==> config.mk <==
export PLATFORM = sky130hd
export DESIGN_NAME = pipe_stall_ctrl
export DESIGN_NICKNAME = d
export VERILOG_FILES = /design/src/rtl/pipe_stall_ctrl.sv
export SDC_FILE = /design/constraint.sdc
export NUM_CORES = 1
export LEC_CHECK = 0
export ABC_AREA = 1
export BUFFER_PORTS_ARGS = -buffer_cell sky130_fd_sc_hd__buf_2
export CAP_MARGIN = 0
export CORE_MARGIN = 2
export CORE_UTILIZATION = 35
export CTS_CLUSTER_DIAMETER = 120
export DETAILED_ROUTE_END_ITERATION = 10
export SLEW_MARGIN = 20
export SYNTH_ARGS = -nofsm -noshare
export SYNTH_HDL_FRONTEND = slang
export SYNTH_SLANG_ARGS = --single-unit
export TNS_END_PERCENT = 30
==> constraint.sdc <==
create_clock -name clock -period 2.32 [get_ports clock]
set_input_delay 0.348 -clock clock [delete_from_list [all_inputs] [get_ports clock]]
set_output_delay 0.348 -clock clock [all_outputs]
set_load 0.01 [all_outputs]
==> src/rtl/pipe_stall_ctrl.sv <==
// Hazard scheduler beside ID: load-use and MDU stalls, IF flush, MDU launch and busy tracking.
// Optional STALL_PERF_EN adds free-running stall and flush event counters.
module pipe_stall_ctrl #(
  parameter int MUL_LAT = 4,
  parameter int DIV_LAT = 32,
  parameter int CNT_W   = 6
) (
  input  logic       clock,
  input  logic       reset,
  input  logic [4:0] id_rs,
  input  logic [4:0] id_rt,
  input  logic       id_use_rs,
  input  logic       id_use_rt,
  input  logic       id_is_md,
  input  logic       id_is_div,
  input  logic       id_reads_hilo,
  input  logic       id_br_taken,
  input  logic [4:0] ern,
  input  logic       ewreg,
  input  logic       em2reg,
  output logic       wpcir,
  output logic       dbubble,
  output logic       if_flush,
  output logic       md_start,
  output logic       md_busy,
  output logic       md_done,
`ifdef STALL_PERF_EN
  output logic [31:0] perf_lu_cnt,
  output logic [31:0] perf_md_cnt,
  output logic [31:0] perf_flush_cnt,
`endif
  output logic [1:0] stall_why
);

  typedef enum logic {IDLE = 1'b0, BUSY = 1'b1} md_state_e;

  // Counter holds remaining busy cycles minus one so md_done lines up with zero.
  localparam logic [CNT_W-1:0] MUL_LD = CNT_W'(MUL_LAT - 1);
  localparam logic [CNT_W-1:0] DIV_LD = CNT_W'(DIV_LAT - 1);

  md_state_e        state_q, state_d;
  logic [CNT_W-1:0] cnt_q, cnt_d;

  logic rs_hit, rt_hit;
  logic lu_hz, md_hz, stall;
  logic busy_raw, start_raw, done_raw;

  always_comb begin
    rs_hit    = id_use_rs & (id_rs == ern);
    rt_hit    = id_use_rt & (id_rt == ern);
    lu_hz     = ewreg & em2reg & (ern != 5'd0) & (rs_hit | rt_hit);
    busy_raw  = (state_q == BUSY);
    md_hz     = busy_raw & (id_is_md | id_reads_hilo);
    stall     = lu_hz | md_hz;
    start_raw = (state_q == IDLE) & id_is_md & ~stall;
    done_raw  = busy_raw & (cnt_q == '0);
  end

  always_comb begin
    state_d = state_q;
    cnt_d   = cnt_q;
    case (state_q)
      IDLE: begin
        if (start_raw) begin
          state_d = BUSY;
          cnt_d   = id_is_div ? DIV_LD : MUL_LD;
        end
      end
      BUSY: begin
        if (cnt_q == '0) state_d = IDLE;
        else             cnt_d   = cnt_q - 1'b1;
      end
      default: begin
        state_d = IDLE;
        cnt_d   = '0;
      end
    endcase
  end

  always_ff @(posedge clock) begin
    if (reset) begin
      state_q <= IDLE;
      cnt_q   <= '0;
    end else begin
      state_q <= state_d;
      cnt_q   <= cnt_d;
    end
  end

  // Outputs are pinned to their idle values while reset is held.
  always_comb begin
    wpcir     = 1'b1;
    dbubble   = 1'b0;
    if_flush  = 1'b0;
    md_start  = 1'b0;
    md_busy   = 1'b0;
    md_done   = 1'b0;
    stall_why = 2'b00;
    if (!reset) begin
      wpcir    = ~stall;
      dbubble  = stall;
      if_flush = id_br_taken & ~stall;
      md_start = start_raw;
      md_busy  = busy_raw;
      md_done  = done_raw;
      if (lu_hz)      stall_why = 2'b01;
      else if (md_hz) stall_why = 2'b10;
    end
  end

`ifdef STALL_PERF_EN
  logic [31:0] perf_lu_q, perf_md_q, perf_flush_q;

  always_ff @(posedge clock) begin
    if (reset) begin
      perf_lu_q    <= '0;
      perf_md_q    <= '0;
      perf_flush_q <= '0;
    end else begin
      if (stall_why == 2'b01) perf_lu_q    <= perf_lu_q + 32'd1;
      if (stall_why == 2'b10) perf_md_q    <= perf_md_q + 32'd1;
      if (if_flush)           perf_flush_q <= perf_flush_q + 32'd1;
    end
  end

  assign perf_lu_cnt    = perf_lu_q;
  assign perf_md_cnt    = perf_md_q;
  assign perf_flush_cnt = perf_flush_q;
`endif

endmodule

==> run_results.csv <==
group,metric,value,unit
floorplan,start_util,36.5,%
floorplan,die_h,49.0,um
place,hpwlAfterDp,1310,um
detailed_routing,vias_per_cell,4.28,
global_route,grt_first_pass_wirelength,2790,um
sta,slew_headroom,79.4,%
place,gp_congestion,0.850,
place,postPlaceCellArea,888,sq um
sta,fin_tns_setup,0,ps
layout,fillers,210,
layout,area.growth.synth_to_final,28.9,%
pwr,p_per_area,499,nW/um^2
sta,rsz0062_at_grt,"false",
synth,synth_cells,134,
pwr,switching_share,38.7,%
synth,ys_types,17,
synth,synth_nets,160,
sta,fin_worst_skew,4.22,ps
pwr,power.leakage,0.000589,uW
synth,syn-cell-area,709,sq um
sta,post-route-period-util,78.4,%
cts,htreeDepth,1,
critical_path,cp.arrival,1470,ps
critical_path,path_class,"register to output port",
synth,synth-main-ff-cell,"dfxtp_1",
cts,postCtsHoldBufs,0,
critical_path,critPathMaxStageDelay,320,ps
sta,hold_ws,413,ps
pwr,p_total,457,uW
cts,insertion_delay,260,ps
synth,yosysTopAreaCell,"nand2_1",
cts,cts_buffer_depth,2,
sta,worst_pin_slew,309,ps
floorplan,coreArea,1940,sq um
synth,ys_ff_latch,7,
synth,synth.avg_cell_area,5.29,sq um
hold_path,hold_depth,2,
critical_path,crit_family,"simple AND/OR/NAND/NOR gates",
critical_path,cp.buffers_inverters,3,
floorplan,die_w,49.0,um
place,portBuffers,32,
detailed_routing,via_count,834,
cts,clock-sinks,7,
layout,drive_gt1_share,25.6,%
detailed_routing,drt_iter0_markers,15,
cts,post-cts-setup-buffers,0,
sta,period_needed,1820,ps
cts,clkSlewWorstSetupHoldPaths,50,ps
critical_path,end_kind,"output port",
global_route,track_usage,14.7,%
critical_path,cpMaxStageDelayCell,"dfxtp_1",
pwr,p_int,280,uW
cts,numCtsBuffers,3,
critical_path,crit_path_cell_trace,"inv_1 > ha_1 > inv_1 > nor2_1 > nand4_1 > nor3_1 > buf_2",
global_route,gr-total-overflow,0,
critical_path,reg2reg_depth,10,
pwr,comb_power_share,41.5,%
critical_path,crit_top_cell,"inv_1",
critical_path,start_kind,"register",
detailed_routing,firstDrtPassIters,4,
layout,antennaDiodeCount,0,
floorplan,io_pins,33,
critical_path,cp_num_cells,7,
cts,cts_tree,"done",
critical_path,cp.required,1970,ps
synth,yosys-top-cells-area,"nand2_1 (29%), dfxtp_1 (20%), inv_1 (12%), nor2_1 (9.5%), nand3_1 (6.3%)",
layout,final_area,915,sq um
floorplan,rows,16,
synth,synth.most_common_cell,"nand2_1",
pwr,pwr-share-clk,25.0,%
pwr,seq_power_share,33.5,%
detailed_routing,drc,0,
global_route,grt_max_degree,10,
layout,fin_nets,195,
detailed_routing,wl,1570,um
critical_path,path_max_fanout,3,
detailed_routing,wire_per_inst,8.05,um
pwr,p_sw,177,uW
sta,drv_slew,0,
synth,synth_top_area_share,29.1,%
synth,ys_seq_area_share,19.8,%
sta,hold_viol,0,
cts,cts-root-buf,"clkbuf_4",
detailed_routing,ant_nets,0,
synth,ys_top_cells_by_count,"nand2_1 (55), inv_1 (23), nor2_1 (18), nand3_1 (9), dfxtp_1 (7)",
flow_run,drv_cap,0,
floorplan,dieArea,2400,sq um
global_route,grt_pass1_vias,710,
synth,synth_edf_count,0,
hold_path,hold_class,"input pin to register",
sta,setup_viol,0,
synth,async_reset_ff_share,0,%
cts,post_cts_resized,0,
sta,max_freq,550,MHz
synth,ys_warn_count,0,
global_route,antenna_found_initial,0,
pwr,ir_worst_vdd,317,uV
status,status,"finished, final reports clean",
-- flip-flops by register name, summed over array words and instances (netlist names) --
signal / cells
busy_raw: 1
cnt_q: 6
-- per-stage QoR --
stage | setup WS [ps] | util [%] | cells
4_1_cts | 480 | 47.1 | 195
3_5_place_dp | 726 | 45.7 | 191
6_report | 501 | 47.1 | 195
3_3_place_gp | 731 | 45.7 | 191
2_1_floorplan | 892 | - | 134
5_1_grt | 330 | 47.1 | 195
-- worst paths after layout --
| check | from | endpoint | slack [ps] |
|---|---|---|---|
| worst max-delay path | cnt_q[0] | md_done | 500 |
| worst min-delay path | reset | busy_raw | 410 |
| worst max register to register | cnt_q[0] | cnt_q[3] | 830 |
| worst min register to register | cnt_q[4] | cnt_q[4] | 440 |
-- area by class of cell --
type	instances	area, sq um	area share, %
multi-input combinational	99	457	49.9
inverter	26	97.6	10.7
timing repair buffer	32	160	17.5
sequential	7	140	15.3
tap	27	33.8	3.69
clock buffer	4	26.3	2.87
-- layer usage --
layer	vias to the layer above	wire, um	share of wire, %	track usage (%)
li1	464	-	-	-
met1	342	730	47	19.2
met2	26	717	46	21.9
met3	2	108	6.9	4.91
met4	0	13	0.83	6.67
met5	-	0	0	0
-- cells by family after synthesis --
kind of cell,count (synthesis),share of synthesized area (%)
adder cells (fa/ha/maj),1,1.76
buffers and inverters,28,15.9
AO/OA/AOI/OAI,4,2.82
AND/OR/NAND/NOR,91,56.1
flip-flops,7,19.8
XOR/XNOR,3,3.70
-- power by group through the flow --
stage / sequential, uW / combinational, uW / clock, uW
2_1_floorplan: 148 / 146 / 0
3_3_place_gp: 155 / 188 / 0
3_5_place_dp: 156 / 190 / 0
4_1_cts: 153 / 192 / 120
5_1_grt: 155 / 222 / 125
6_report: 153 / 190 / 114
-- layout by cell type, fill, tap and decap left out --
cell | Yosys | routed
nand2_4 | 2 | 2
nor3_1 | 1 | 1
dfxtp_1 | 7 | 7
nand2_2 | 1 | 1
inv_2 | 3 | 3
nand4_1 | 3 | 3
ha_1 | 1 | 1
xor2_1 | 3 | 3
buf_2 | 0 | 32
nand3_1 | 9 | 9
clkbuf_1 | 0 | 1
o21ai_0 | 2 | 2
a21oi_1 | 2 | 2
inv_1 | 23 | 23
nor2_2 | 1 | 1
nand2_1 | 55 | 55
nor2_8 | 1 | 1
nor2_1 | 18 | 18
clkbuf_4 | 0 | 3
-- worst reg2reg max path, delay by kind of cell, from the launching register on --
family                   cells  cell delay (ps)
adder cells (fa/ha/maj)      1              170
buffers and inverters        2              130
flip-flops                   1              320
AND/OR/NAND/NOR              7              820
(Power assumes the default switching activity.)
